==> config.mk <==
export PLATFORM = sky130hd
export DESIGN_NAME = fir_decim_avg
export DESIGN_NICKNAME = d
export VERILOG_FILES = /design/src/rtl/fir_decim_avg_pkg.sv /design/src/rtl/fir_out_fifo2.sv /design/src/rtl/fir_decim_avg.sv
export SDC_FILE = /design/constraint.sdc
export NUM_CORES = 1
export LEC_CHECK = 0
export ABC_AREA = 0
export CORE_MARGIN = 3
export CORE_UTILIZATION = 40
export CTS_CLUSTER_SIZE = 30
export DETAILED_ROUTE_END_ITERATION = 10
export GPL_TIMING_DRIVEN = 1
export MAX_ROUTING_LAYER = met4
export PLACE_DENSITY = 0.71
export SLEW_MARGIN = 15
export SYNTH_ARGS = -nofsm -noshare
export SYNTH_HDL_FRONTEND = slang
export SYNTH_SLANG_ARGS = --single-unit
==> constraint.sdc <==
create_clock -name Clk -period 2.62 [get_ports Clk]
set_input_delay 0.524 -clock Clk [delete_from_list [all_inputs] [get_ports Clk]]
set_output_delay 0.524 -clock Clk [all_outputs]
set_load 0.05 [all_outputs]
==> src/rtl/fir_decim_avg_pkg.sv <==
// rtl/fir_decim_avg_pkg.sv - shared constants and helpers for the decimating averager
package fir_decim_avg_pkg;

  localparam int DATA_W_DEF     = 16;
  localparam int DECIM_LOG2_DEF = 2;
  localparam int FIFO_DEPTH     = 2;
  localparam int DROP_CNT_W     = 8;

  function automatic logic [DROP_CNT_W-1:0] sat_inc(input logic [DROP_CNT_W-1:0] v);
    return (v == '1) ? v : v + DROP_CNT_W'(1);
  endfunction

endpackage

==> src/rtl/fir_out_fifo2.sv <==
// rtl/fir_out_fifo2.sv - two-entry synchronous output FIFO with push/pop/full/empty
module fir_out_fifo2
  import fir_decim_avg_pkg::*;
#(
  parameter int DATA_W = DATA_W_DEF
) (
  input  logic              clk,
  input  logic              rst_n,
  input  logic              push,
  input  logic              pop,
  input  logic [DATA_W-1:0] din,
  output logic [DATA_W-1:0] dout,
  output logic              full,
  output logic              empty
);

  logic [DATA_W-1:0] mem_q [FIFO_DEPTH];
  logic [DATA_W-1:0] mem_d [FIFO_DEPTH];
  logic              wr_ptr_q, wr_ptr_d;
  logic              rd_ptr_q, rd_ptr_d;
  logic [1:0]        count_q, count_d;
  logic              do_push, do_pop;

  assign full  = (count_q == 2'(FIFO_DEPTH));
  assign empty = (count_q == 2'd0);
  assign dout  = mem_q[rd_ptr_q];

  // A push while full is accepted only when the head leaves on the same edge.
  always_comb begin
    mem_d    = mem_q;
    wr_ptr_d = wr_ptr_q;
    rd_ptr_d = rd_ptr_q;
    count_d  = count_q;
    do_pop   = pop && !empty;
    do_push  = push && (!full || do_pop);
    if (do_push) begin
      mem_d[wr_ptr_q] = din;
      wr_ptr_d        = ~wr_ptr_q;
    end
    if (do_pop) begin
      rd_ptr_d = ~rd_ptr_q;
    end
    case ({do_push, do_pop})
      2'b10:   count_d = count_q + 2'd1;
      2'b01:   count_d = count_q - 2'd1;
      default: count_d = count_q;
    endcase
  end

  always_ff @(posedge clk) begin
    if (!rst_n) begin
      mem_q    <= '{default: '0};
      wr_ptr_q <= 1'b0;
      rd_ptr_q <= 1'b0;
      count_q  <= 2'd0;
    end else begin
      mem_q    <= mem_d;
      wr_ptr_q <= wr_ptr_d;
      rd_ptr_q <= rd_ptr_d;
      count_q  <= count_d;
    end
  end

endmodule

==> src/rtl/fir_decim_avg.sv <==
// rtl/fir_decim_avg.sv - block-average decimator: sums D samples, outputs floor mean via FIFO
module fir_decim_avg
  import fir_decim_avg_pkg::*;
#(
  parameter int DATA_W     = DATA_W_DEF,
  parameter int DECIM_LOG2 = DECIM_LOG2_DEF
) (
  input  logic                  Clk,
  input  logic                  Rst_n,
  input  logic                  In_valid,
  input  logic [DATA_W-1:0]     Din,
  input  logic                  Out_ready,
  input  logic                  Clr_ovr,
  output logic                  Out_valid,
  output logic [DATA_W-1:0]     Dout,
  output logic                  Overrun,
  output logic [DROP_CNT_W-1:0] Drop_cnt
);

  localparam int ACC_W = DATA_W + DECIM_LOG2;
  localparam logic [DECIM_LOG2-1:0] PHASE_LAST = '1;
  localparam logic [DECIM_LOG2-1:0] PHASE_ONE  = DECIM_LOG2'(1);

  logic signed [ACC_W-1:0]  acc_q, acc_d;
  logic [DECIM_LOG2-1:0]    phase_q, phase_d;
  logic                     overrun_q, overrun_d;
  logic [DROP_CNT_W-1:0]    drop_cnt_q, drop_cnt_d;
  logic signed [ACC_W-1:0]  din_ext, sum, shifted;
  logic [DATA_W-1:0]        result;
  logic                     push, pop, drop;
  logic                     fifo_full, fifo_empty;

  assign din_ext = {{DECIM_LOG2{Din[DATA_W-1]}}, Din};
  assign sum     = acc_q + din_ext;
  assign shifted = sum >>> DECIM_LOG2;

  always_comb begin
    acc_d      = acc_q;
    phase_d    = phase_q;
    push       = 1'b0;
    result     = shifted[DATA_W-1:0];
    overrun_d  = overrun_q;
    drop_cnt_d = drop_cnt_q;
    if (In_valid) begin
      phase_d = phase_q + PHASE_ONE;
      if (phase_q == PHASE_LAST) begin
        acc_d = '0;
        push  = 1'b1;
      end else begin
        acc_d = sum;
      end
    end
    pop  = Out_ready && !fifo_empty;
    drop = push && fifo_full && !pop;
    // A drop on the clearing edge still counts, so the flag never hides it.
    if (Clr_ovr) begin
      overrun_d  = drop;
      drop_cnt_d = drop ? DROP_CNT_W'(1) : '0;
    end else if (drop) begin
      overrun_d  = 1'b1;
      drop_cnt_d = sat_inc(drop_cnt_q);
    end
  end

  always_ff @(posedge Clk) begin
    if (!Rst_n) begin
      acc_q      <= '0;
      phase_q    <= '0;
      overrun_q  <= 1'b0;
      drop_cnt_q <= '0;
    end else begin
      acc_q      <= acc_d;
      phase_q    <= phase_d;
      overrun_q  <= overrun_d;
      drop_cnt_q <= drop_cnt_d;
    end
  end

  fir_out_fifo2 #(
    .DATA_W (DATA_W)
  ) u_out_fifo (
    .clk   (Clk),
    .rst_n (Rst_n),
    .push  (push),
    .pop   (Out_ready),
    .din   (result),
    .dout  (Dout),
    .full  (fifo_full),
    .empty (fifo_empty)
  );

  assign Out_valid = !fifo_empty;
  assign Overrun   = overrun_q;
  assign Drop_cnt  = drop_cnt_q;

endmodule

* Yosys cells after proc, flatten, opt, wreduce, memory -nomap -nowiden
Cells that the tools add are included.
Cells by class: $add $sub $neg 5, magnitude comparators 3, eq/ne operators 6, mux-type cells 16, bitwise gates (word level) 4, reductions and logical operators 13
Operators with widths (number):
- two-way mux 16 bit | 4
- bitwise mux 32 bit | 1
- two-way mux 8 bit | 3
- adder 18 x 16 -> 18 bit | 1
- two-way mux 18 bit | 1
- demux 16 bit (select 1 bit) | 1
- adder 8 x 1 -> 8 bit (second input constant) | 1
- equality test 8 bit (second input constant) | 1
- equality test 2 bit (second input constant) | 3
- logical AND 1 bit | 5
- two-way mux 1 bit | 5
- adder 2 x 1 -> 2 bit (second input constant) | 2
- greater-or-equal comparator 2 bit (second input constant) | 2
- NOT 1 -> 2 bit | 2
- one-hot mux 2 bit (2 select lines) | 1
- nonzero test 2 bit | 2
- logical NOT 1 bit | 3
- equality test 2 x 1 -> 1 bit (second input constant) | 1
- logical NOT 2 bit | 1
- < comparator 2 x 1 -> 1 bit (second input constant) | 1
- != test 2 bit (second input constant) | 1
- NOT 1 bit | 2
- AND reduction 2 bit | 1
- subtractor 2 x 1 -> 2 bit (second input constant) | 1
- logical OR 1 bit | 1
Word-level totals: register bits 65, output and inout bits 26, logic and storage cells 56

* Logic depth before layout (Yosys ltp)
Gate-level depths: netlist of the first run.
depth after elaboration 7, mapped depth 8

* Hierarchy
From an unflattened synthesis of the first run, not the netlist that was laid out.
Unflattened totals: cell total of the unflattened synthesis 424, area, all modules 3796.1 um^2
Modules (own cells, without submodules):
- fir_decim_avg | times used 1, cells an instance 258, area each 2153.3 um^2
- fir_out_fifo2 | times used 1, cells an instance 166, area each 1642.8 um^2

* Least setup slack after synthesis of the first run
Ideal clock, no wire load.
kind in2reg, start input Din[0], end register acc_q[10], arrival time 2.182 ns, data required time 2.502 ns, slack 0.320 ns, stages 8, cell sequence ha_1 -> fa_1 -> a21oi_1 -> nor2_1 -> o211a_1 -> or3_1 -> a32oi_1 -> nor2b_1
On the way: word-level cells in the longest chain between the ends 2
Ends and longest elaborated chain:
- start: declaration | line fir_decim_avg.sv:11 | input logic [DATA_W-1:0] Din,
- adder 18 x 16 -> 18 bit | line fir_decim_avg.sv:34 | assign sum = acc_q + din_ext;
- two-way mux 18 bit | line fir_decim_avg.sv:46 | if (phase_q == PHASE_LAST) begin
- end signal: assignment | line fir_decim_avg.sv:67 | acc_q <= '0;
- end signal: assignment | line fir_decim_avg.sv:72 | acc_q <= acc_d;
- end: declaration | line fir_decim_avg.sv:24 | logic signed [ACC_W-1:0] acc_q, acc_d;
No other way between the ends. A chain may end at the register's enable or synchronous reset.

* Worst setup path in the final report of the first run
start input Din[0], end register u_out_fifo.mem_q[30] (netlist name)
On the way: word-level cells in the longest chain between the ends 2
Ends and longest elaborated chain:
- adder 18 x 16 -> 18 bit | line fir_decim_avg.sv:34
- bitwise mux 32 bit | line fir_out_fifo2.sv:37 | mem_d[wr_ptr_q] = din;
- end signal: assignment | line fir_out_fifo2.sv:57 | mem_q <= mem_d;
- end: declaration | line fir_out_fifo2.sv:17 | logic [DATA_W-1:0] mem_q [FIFO_DEPTH];
No other way between the ends.

==> results.txt, run 1 <==
The launching element type of the critical path was an input port. After synthesis, the largest family of logic cells by area is simple AND/OR/NAND/NOR gates. Setup repair after global routing could not meet its margin everywhere.

The min-delay analysis places its worst path in the category flop to flop. The clock period minus final worst setup slack is 2.53 ns, and the remaining routing DRC violations is 0. Measured along the y axis, the die boundary spans 101 um.

The die is 101 um wide. The run gives 0 ns as the final setup TNS. The simple-gate area share of the yosys netlist is 22.5%, and the xor and xnor fraction of the mapped netlist area is 4.38%. The maximum clock rate is 0.395 GHz, and the maximum buffer depth of the clock tree is 2. The wire length of the first global-routing pass was 15.4 mm; the arrival time of the worst setup path was 2.75 ns. Relative to the synthesized area, the layout overhead comes to 27.1%. The number of global-route vias before repair was 3308. Among all flip-flop cells after synthesis, the most frequent one is sky130_fd_sc_hd__dfxtp_1. The share of flip-flops with an asynchronous set or reset after synthesis came out at 0%. The worst clock skew on the final layout came out at 0.00984 ns. The signal on the critical path passes through clkdlybuf4s50_1 > ha_1 > fa_1 > a21oi_1 > nor2_1 > o21ai_1 > nand3b_1 > buf_4 > o211ai_1 > o211ai_1. The required time of the critical path was 2.84 ns. The run gives 0 as the diode insertion count for antenna repair.

In this run, synthesis inferred 0 flip-flops with an integrated enable. In this run, synthesis produced a sequential element count of 65. The first TritonRoute pass finished after 4 iterations. The logs give 0 for the number of antenna violations at the first check in global routing and 0.324 mV for the worst IR drop on VDD. The run gives 47 as the boundary pin count. The largest net degree at the start of global routing came out at 32. Number of pins exceeding their max-slew limit in the final report: 0. The routed layout has 3342 vias. In this run the power density over the cells is 626 nW/um2. The tools report the number of nets at the end of the flow as 531.

The tools report the kind of capture point of the worst setup path as a flop. The row count was 33. In the routed layout, each cell is associated on average with a via count of 5.58. A synthesized cell averages 8.57 um2. For the number of endpoints failing setup at the final stage, the log shows 0. Summing the areas of all compound-gate instances in the mapped netlist gives 20.0% of the synthesized area.

Cells with a size suffix above 1 make up 18.2% of the layout. The wire-length estimate of the detail-placed layout is 6.86 mm. Synthesis instantiated 50 different standard cells from the library. Of the post-synthesis cell area, the part taken by muxes is 6.43%. Counting every sink on the clock net gives 65.

The most frequent cell on the critical path was sky130_fd_sc_hd__o211ai_1. The region available for standard cell placement spans 8460 um2. The later pin in the worst-skew pair is clocked with a latency of 0.35 ns. The peak per-stage delay on the critical path was 0.41 ns; the worst-path maximum fanout was 4.

The synthesized netlist devotes 7.51% of its cell area to adder and majority cells. Iteration-0 DRC count of the detailed router: 109. The logs give 10200 um2 for the die footprint and 1.88 nW for the leakage component of the power.

The run gives 0 as the count of hold-fix buffers inserted at cts. At the end of routability-driven placement, the weighted congestion stood at 0.854. The slowest stage of the critical path belongs to the cell sky130_fd_sc_hd__fa_1. The cell sitting at the root of the clock tree is a sky130_fd_sc_hd__clkbuf_8. Once the floorplan was initialized, standard cells occupied 42.5% of the core. The tools report the layout filler cell count as 785. The total global-route track usage is 19.4%.

Synthesized area: 3600 um2. Most common cell after layout, fill and taps aside: sky130_fd_sc_hd__dfxtp_1. The total overflow left after global routing is 0. The run gives 9.43 mm as the wire length after detailed routing. The library cells used most frequently in the layout, excluding fill and tap cells, are sky130_fd_sc_hd__dfxtp_1 (65), sky130_fd_sc_hd__buf_4 (47), sky130_fd_sc_hd__nand2_1 (46). The net count of the mapped netlist is 462, and the ratio of final minimum period to clock period is 96.6%. Summing the sequential cell areas from Yosys gives 36.2% of the chip area. Synthesis produced a netlist whose cell count is 420. The H-tree was split into 3 levels. During placement, the flow inserted port buffers numbering 46. Register clock-pin slew on the reported worst setup and hold paths: 0.07 ns. The setup path with the least slack is of type input port to flop. The number of clock buffers added by TritonCTS is 9. The logs give 0 for the count of antenna-violating nets left after detailed routing and 0 for the reported max-cap violation count. Total power: 2.86 mW. Dividing the detail-routed wire length by the instance count gives 15.7 um. The flow ran to the end, and the final reports show no timing, DRC or antenna violations. Headroom to the max-slew limit came out at 56.1%.

The run gives 0 as the number of synthesis warnings. The transition time at the pin with the least slew margin was 0.658 ns. TritonCTS built the clock tree.

Hold violation total from the final report: 0.
[power breakdown]
group,total (mW),switching [mW],internal (mW),leakage [nW]
clock,1.06,0.401,0.657,0.120
sequential,1.07,0.0301,1.04,0.527
combinational,0.737,0.408,0.329,1.23
total,2.86,0.839,2.02,1.88
[cells by family (layout without fill, tap and decap cells)]
kind of cell               after synthesis  count (layout)
and+or+nand+nor                        162             162
AOI/OAI and AO/OA                      108             108
DFF                                     65              65
buffers and inverters                   25              99
adders and majority gates               21              21
muxes                                   21              21
xor gates and xnor gates                18              18
[stage by stage]
stage          instances  utilization, %  hold slack, ns  cell area, um2  setup slack, ns
2_1_floorplan        420               -           0.438            3600            0.320
3_3_place_gp         581            50.7           0.447            4290           -0.265
3_5_place_dp         581            50.7           0.455            4290           -0.365
4_1_cts              597            53.6           0.467            4540           0.0190
5_1_grt              599            54.0           0.496            4570          -0.0221
6_report             599            54.0           0.464            4570           0.0893
[layer usage]
layer | global-route usage [%] | routed length (um) | up-vias
met4 | 7.25 | 159 | 0
met2 | 32.7 | 4650 | 88
met1 | 22.7 | 4220 | 1570
met3 | 3.74 | 394 | 12
li1 | - | - | 1672
met5 | - | 0 | -
[flip-flops by register name, indices dropped and copies added (netlist names)]
signal               flops
Drop_cnt                 8
Overrun                  1
acc_q                   18
phase_q                  2
u_out_fifo.count_q       2
u_out_fifo.mem_q        32
u_out_fifo.rd_ptr_q      1
u_out_fifo.wr_ptr_q      1
[layout make-up]
class | count | area (um2) | share of cell area [%]
repair buffers | 79 | 668 | 14.6
clock buffers | 11 | 141 | 3.09
well taps | 105 | 131 | 2.87
flip-flops and latches | 65 | 1300 | 28.5
multi-input cells | 330 | 2210 | 48.4
clock inverters | 5 | 103 | 2.24
inverters | 4 | 15.0 | 0.328
[what timing repair did]
item,CTS,global route
gates resized for setup,2,5
setup buffers,0,2
pin swaps,1,1
endpoints found under the setup margin,4,13
gates cloned,0,0
[critical path, delay by kind of cell]
family	cells	cell delay, ns
compound gates	4	0.70
fa+ha+maj	2	0.64
buf+inv	2	0.59
simple gates	2	0.29
[final timing paths]
path	start	to	slack [ns]	depth (start not counted)
max	Din[0]	u_out_fifo.mem_q[30]$_SDFFE_PN0P_	0.09	10
min	u_out_fifo.mem_q[19]$_SDFFE_PN0P_	u_out_fifo.mem_q[19]$_SDFFE_PN0P_	0.46	2
max reg2reg	acc_q[0]$_SDFFE_PN0P_	u_out_fifo.mem_q[30]$_SDFFE_PN0P_	0.37	9
min reg2reg	u_out_fifo.mem_q[19]$_SDFFE_PN0P_	u_out_fifo.mem_q[19]$_SDFFE_PN0P_	0.46	2
[Yosys cell counts, types with 3 or more instances]
library cell	instances	area, um2
sky130_fd_sc_hd__o31ai_1	6	45.0
sky130_fd_sc_hd__a21oi_1	18	90.1
sky130_fd_sc_hd__a21o_1	6	45.0
sky130_fd_sc_hd__o21a_1	3	22.5
sky130_fd_sc_hd__o211ai_1	9	67.6
sky130_fd_sc_hd__dfxtp_1	65	1300
sky130_fd_sc_hd__and2_1	8	50.1
sky130_fd_sc_hd__nand2_1	46	173
sky130_fd_sc_hd__nand4_1	7	43.8
sky130_fd_sc_hd__mux2i_1	4	40.0
sky130_fd_sc_hd__inv_1	4	15.0
sky130_fd_sc_hd__o211a_1	3	30.0
sky130_fd_sc_hd__xnor2_1	11	96.3
sky130_fd_sc_hd__a21boi_0	11	82.6
sky130_fd_sc_hd__ha_1	20	250
sky130_fd_sc_hd__and3_1	6	37.5
sky130_fd_sc_hd__nor2b_1	11	68.8
sky130_fd_sc_hd__mux2_2	17	191
sky130_fd_sc_hd__a22oi_1	4	30.0
sky130_fd_sc_hd__or3_1	5	31.3
sky130_fd_sc_hd__o21ai_0	34	170
sky130_fd_sc_hd__clkbuf_1	17	63.8
sky130_fd_sc_hd__nor2_1	23	86.3
sky130_fd_sc_hd__xor2_1	7	61.3
sky130_fd_sc_hd__nand3_1	41	205
sky130_fd_sc_hd__nand2b_1	4	25.0
No activity file was read; power rests on OpenSTA's default activity.
==> run 2: changes to the inputs <==
- CORE_MARGIN: 3 -> 5
==> results.txt, run 2 (synthesized netlist as in run 1, its figures left out) <==
The initialized floorplan defines 34 standard-cell rows. For the worst-skew pair, the clock arrives at the later sink with an insertion delay of 0.35 ns. The number of pins exceeding their max-slew limit in the final report was 0; the number of sinks handled by clock tree synthesis was 65.

The launching element type of the critical path is an input port. Summed over all nets, the half-perimeter wirelength after detailed placement is 6.88 mm. The worst setup path is of the input port to flop kind.

The end of the worst hold path is u_out_fifo.mem_q[24]$_SDFFE_PN0P_. The leakage component of the power is 1.87 nW, and the wire length after detailed routing is 9.35 mm. Setup violations remaining at the end of the flow were counted as 0. The launch instance of the worst min-delay path was u_out_fifo.mem_q[24]$_SDFFE_PN0P_. The average detailed-routed wire length per instance is 15.5 um. Traced cell by cell, the critical path runs through clkdlybuf4s50_1 > ha_1 > fa_1 > a21oi_2 > nor2_1 > o21ai_1 > nand3b_1 > o21a_1 > o211ai_1.

No sink is reached through more buffers than the 2 on the longest clock path. The die covers 11000 um2. For this run, the total global-route usage over all layers was measured as 17.3%. The tools report the endpoint of the most critical register-to-register path as u_out_fifo.mem_q[30]$_SDFFE_PN0P_. The H-tree was split into 3 levels. Setup slack on the worst reg-to-reg path comes out at 0.39 ns. The hold-critical path depth is 2. The first TritonRoute pass finished after 4 iterations. The starting density of the core was 41.1%. The top cell types in the final layout, fill and taps aside, are sky130_fd_sc_hd__dfxtp_1 (64), sky130_fd_sc_hd__nand2_1 (46), sky130_fd_sc_hd__buf_4 (46). Instance area at placement: 4330 um2. The residual overflow from global routing came out at 0. The cell sitting at the root of the clock tree is a sky130_fd_sc_hd__clkbuf_8. The final standard cell area without fillers is 4580 um2.

The area growth from synthesis to final layout works out to 27.2%. The worst register-to-register path has a depth of 8. In this run the vertical extent of the chip is 105 um. In this run the tightest slew margin relative to its limit is 65.8%. The tools report the worst IR drop on VDD as 0.436 mV. Kind of capture point of the worst setup path: a flop. Entering global routing, the biggest net connects 42 pins.

The post-CTS setup buffer count is 0, and the maximum clock rate is 0.397 GHz. The core box area is 8760 um2. At the pin with the least slew margin, the transition time is 0.512 ns. In this run the remaining antenna-violating nets after routing total 0. The boundary pin count is 47, and the ratio of final minimum period to clock period is 96.1%. The register with the most flip-flops in the layout has 32 of them.

Dividing the detail-routed via count by the number of cells gives 5.54. The first global-routing pass estimated 15.3 mm of wire. Reported max-cap violation count: 0. Setup slack on the critical path of the routed design comes to 0.101 ns. The final layout contains 533 nets. The peak per-stage delay on the critical path came out at 0.41 ns.

The register clock-pin slew on the reported worst setup and hold paths is 0.08 ns, and the iteration-0 DRC count of the detailed router is 140. The worst clock skew on the final layout came out at 0.00856 ns. The routed layout has 3349 vias. The global placement routability congestion is 0.846, and the worst setup slack after placement is -0.267 ns. The most common cell after layout, fill and taps aside was sky130_fd_sc_hd__dfxtp_1. For the number of cells after detailed placement, the log shows 588. The register with the most flip-flops in the final layout is u_out_fifo.mem_q. TritonCTS built the clock tree.

The tools report the worst flop-to-flop path startpoint as acc_q[0]$_SDFFE_PN0P_. The logs give 0 for the remaining routing DRC violations and 9 for the total CTS buffers. Hold violation total from the final report: 0. The diode insertion count for antenna repair is 0, and the worst-path maximum fanout is 5. Excluding fillers, the count of instances in the completed layout stands at 604. The worst hold path belongs to the class flop to flop.

The number of global-route vias before repair is 3244. The slowest stage of the critical path belongs to the cell sky130_fd_sc_hd__fa_1. At the worst endpoint, the arrival time is 2.79 ns. The required time of the critical path is 2.89 ns, and the power per standard cell area is 608 nW/um2. The total power is 2.78 mW. The proportion of layout cells with a drive suffix above 1 is 18.1%, and the x dimension of the die is 105 um. The run gives 0 as the number of antenna violations at the first check in global routing. Input and output buffers added on the ports amount to 46. The flow ran to the end, and the final reports show no timing, DRC or antenna violations. The clock period could shrink to 2.52 ns.

Setup repair after global routing left no endpoint under its margin.
-- run 2: cell count changes in the layout (fill, tap and decap cells not counted), sizes merged --
| cell | delta |
|---|---|
| buf | -1 |
| clkinv | +1 |
| bufinv | -1 |
| clkdlybuf4s50 | +3 |
-- run 2: worst max path at each step --
stage / end / start / cells after the start / slack (ns)
2_1_floorplan: acc_q[10]$_SDFFE_PN0P_ / Din[0] / 8 / 0.32
6_report: u_out_fifo.mem_q[30]$_SDFFE_PN0P_ / Din[0] / 9 / 0.10
3_3_place_gp: u_out_fifo.mem_q[14]$_SDFFE_PN0P_ / Din[0] / 9 / -0.24
5_1_grt: u_out_fifo.mem_q[22]$_SDFFE_PN0P_ / Din[0] / 10 / 0.01
3_5_place_dp: u_out_fifo.mem_q[22]$_SDFFE_PN0P_ / Din[0] / 9 / -0.27
4_1_cts: Dout[5] / u_out_fifo.rd_ptr_q$_SDFFE_PN0P_ / 2 / 0.02
-- run 2: metal layers --
metal,vias to the layer above,track usage [%],wire (um)
met2,93,27.9,4510
met3,16,5.06,503
met5,-,-,0
met1,1568,20.9,4120
met4,0,5.21,223
li1,1672,-,-
-- run 2: final cells by class --
| type | count | area, um2 |
|---|---|---|
| Clock buffer | 11 | 151 |
| Clock inverter | 5 | 77.6 |
| Fill cell | 833 | 4190 |
| Inverter | 4 | 15.0 |
| Multi-Input combinational cell | 330 | 2210 |
| Sequential cell | 65 | 1300 |
| Tap cell | 108 | 135 |
| Timing Repair Buffer | 81 | 691 |
-- run 2: metrics by stage --
step | utilization [%] | hold slack, ns | TNS, ns
3_5_place_dp | 49.4 | 0.456 | -5.02
3_3_place_gp | 49.4 | 0.448 | -3.77
6_report | 52.2 | 0.466 | 0
4_1_cts | 52.0 | 0.469 | 0
5_1_grt | 52.2 | 0.481 | 0
2_1_floorplan | - | 0.438 | 0
-- run 2: worst max-delay path, delay by kind of cell --
family                     cells  cell delay (ns)
buffers and inverters          1             0.40
and+or+nand+nor                2             0.36
adders and majority gates      2             0.64
AOI/OAI and AO/OA              4             0.86
-- run 2: where the power goes --
part	switching (mW)	internal [mW]
Sequential	0.0312	1.04
Clock	0.398	0.584
Combinational	0.405	0.328
Total	0.835	1.95
-- run 2: timing repair --
item / CTS / global route
setup endpoints to repair: 0 / 11
hold endpoints to repair: 0 / 0
hold buffers: 0 / 0
resized for setup: 0 / 6
==> run 3: changes to the inputs <==
- CORE_UTILIZATION: 40 -> 23
- PLACE_DENSITY: 0.71 -> 0.5
==> results.txt, run 3 (synthesized netlist as in run 1, its figures left out) <==
Setup violations remaining at the end of the flow were counted as 0. The critical path starts at Din[0]. The run gives 45 as the row count.

In this run the horizontal extent of the chip is 135 um. The first global-routing pass estimated 16.6 mm of wire. Wires add up to 10.2 mm. The clock period minus final worst setup slack was 2.49 ns. For the total CTS buffers, the log shows 9.

The number of antenna violations at the first check in global routing was 0. TritonCTS built the clock tree. The count of antenna-violating nets left after detailed routing is 0. For the pin with the worst max-slew slack, the measured transition is 0.669 ns. 0 antenna diodes ended up in the layout. The average detailed-routed wire length per instance was 14.3 um; the register clock-pin slew on the reported worst setup and hold paths was 0.06 ns.

The headroom to the max-slew limit came out at 55.4%. The longest clock path from root to sink contains 2 buffers. Cells with a size suffix above 1 make up 20.9% of the layout.

Across the run, the number of max-cap violations was 0. At the later pin of the worst-skew pair, clock insertion delay measures 0.33 ns. Dividing total power by cell area gives a power density of 674 nW/um2. Buffers placed on the I/O ports in this run total 46. Residual overflow from global routing: 0.

The run gives 0.401 GHz as the maximum clock rate. In this run the most critical hold path is launched from u_out_fifo.mem_q[24]$_SDFFE_PN0P_. The register with the most flip-flops in the layout has 32 of them. The detailed router placed 3255 vias in this run.

The final layout contains 539 nets. After detailed routing, the number of remaining DRC violations is 0. The core region is 15300 um2.

The clock tree synthesis step divided the H-tree into 3 levels. In the layout the commonest cells are sky130_fd_sc_hd__dfxtp_1 (65), sky130_fd_sc_hd__buf_4 (57), sky130_fd_sc_hd__nand2_1 (46). Setup repair after global routing left no endpoint under its margin.

For the number of pins exceeding their max-slew limit in the final report, the log shows 0. The tools report the total global-route track usage as 11.7%. Dividing the final minimum period by the clock period gives 95.2%. The tools report the boundary pin count as 47. The total half-perimeter wirelength after legalization and detailed placement came out at 7.62 mm. Entering global routing, the biggest net connects 24 pins. The number of standard cells in the layout, taps in and fillers out was 713; the global placement routability congestion was 0.774.

The arrival time of the worst setup path is 2.72 ns, and the height of the die is 135 um. The worst setup path is captured at a flop. The number of global-route vias before repair was 3214.

The worst-case IR drop observed on VDD is 0.335 mV. Clock tree synthesis found a total of 65 sinks. Leakage component of the power: 1.99 nW.

The path class of the tightest hold or removal check is flop to flop. The area growth from synthesis to final layout was 36.2%; the iteration-0 DRC count of the detailed router was 175. The tools report the worst clock skew on the final layout as 0.00871 ns. Most common cell after layout, fill and taps aside: sky130_fd_sc_hd__dfxtp_1.

The tools report the number of detailed-route iterations in the first pass as 4. The starting density of the core is 23.6%. The worst-path maximum fanout came out at 4.

In this run, placement finished with an instance count of 695. The logs give 2.84 ns for the required time of the critical path and 32.1% for the core occupancy in the finished layout. Hold violation total from the final report: 0. The total power was 3.30 mW; the post-detailed-route via-to-cell ratio was 4.57. The critical path in this run is classified as input port to flop.

The root cell of the clock tree is sky130_fd_sc_hd__clkbuf_16. The worst register-to-register path begins at acc_q[0]$_SDFFE_PN0P_. For the die footprint, the log shows 18200 um2. The run finished with clean final reports.

STA classifies the critical path startpoint as an input port. u_out_fifo.mem_q holds more flip-flops than any other register.
-- run 3: cell types whose count changed in the layout (fill, tap and decap cells not counted), moves of 5 or more --
| cell | change |
|---|---|
| sky130_fd_sc_hd__buf_4 | +11 |
| sky130_fd_sc_hd__clkdlybuf4s50_1 | -5 |
| sky130_fd_sc_hd__clkbuf_16 | +9 |
| sky130_fd_sc_hd__clkbuf_8 | -11 |
-- run 3: worst paths after layout --
path / to / slack [ns] / cells past startpoint
worst min register to register: u_out_fifo.mem_q[24]$_SDFFE_PN0P_ / 0.46 / 2
worst max-delay path: acc_q[10]$_SDFFE_PN0P_ / 0.13 / 9
worst max register to register: acc_q[10]$_SDFFE_PN0P_ / 0.43 / 8
worst min-delay path: u_out_fifo.mem_q[24]$_SDFFE_PN0P_ / 0.46 / 2
-- run 3: layout make-up --
class | instances | area, um2
fillers | 1579 | 10400
multi-input cells | 330 | 2240
flip-flops and latches | 65 | 1300
repair buffers | 87 | 723
well taps | 211 | 264
clock buffers | 10 | 229
clock inverters | 6 | 130
inverters | 4 | 15.0
-- run 3: routing by layer --
metal	GRT usage (%)	vias up	share of wire [%]
li1	-	1682	-
met1	15.2	1506	48
met2	18.1	61	46
met3	3.24	6	4.5
met4	2.86	0	0.62
met5	-	-	0
-- run 3: through the flow --
stage	area (um2)	setup WS, ns	TNS (ns)	hold WS, ns
5_1_grt	4900	0.0154	0	0.486
3_5_place_dp	4480	-0.359	-8.31	0.455
2_1_floorplan	3600	0.320	0	0.438
6_report	4900	0.125	0	0.460
4_1_cts	4840	0.0508	0	0.462
3_3_place_gp	4480	-0.285	-6.14	0.449
-- run 3: what timing repair did --
item / 4_1_cts / 5_1_grt
gates cloned: 0 / 0
setup buffers: 0 / 2
resized for setup: 2 / 11
hold buffers: 0 / 0
pin swaps: 0 / 2
endpoints found under the setup margin: 6 / 22
-- run 3: critical path, cell delays in order --
cell                              delay, ns
sky130_fd_sc_hd__clkdlybuf4s50_1       0.40
sky130_fd_sc_hd__ha_1                  0.23
sky130_fd_sc_hd__fa_1                  0.42
sky130_fd_sc_hd__a21oi_2               0.18
sky130_fd_sc_hd__nor2_1                0.12
sky130_fd_sc_hd__o211a_1               0.23
sky130_fd_sc_hd__or3_1                 0.35
sky130_fd_sc_hd__a32oi_1               0.21
sky130_fd_sc_hd__nor2b_1               0.06
-- run 3: power breakdown --
part | switching [mW] | internal, mW | total (mW)
clock network | 0.438 | 1.02 | 1.46
logic | 0.417 | 0.357 | 0.774
registers | 0.0306 | 1.04 | 1.07
total | 0.886 | 2.42 | 3.30
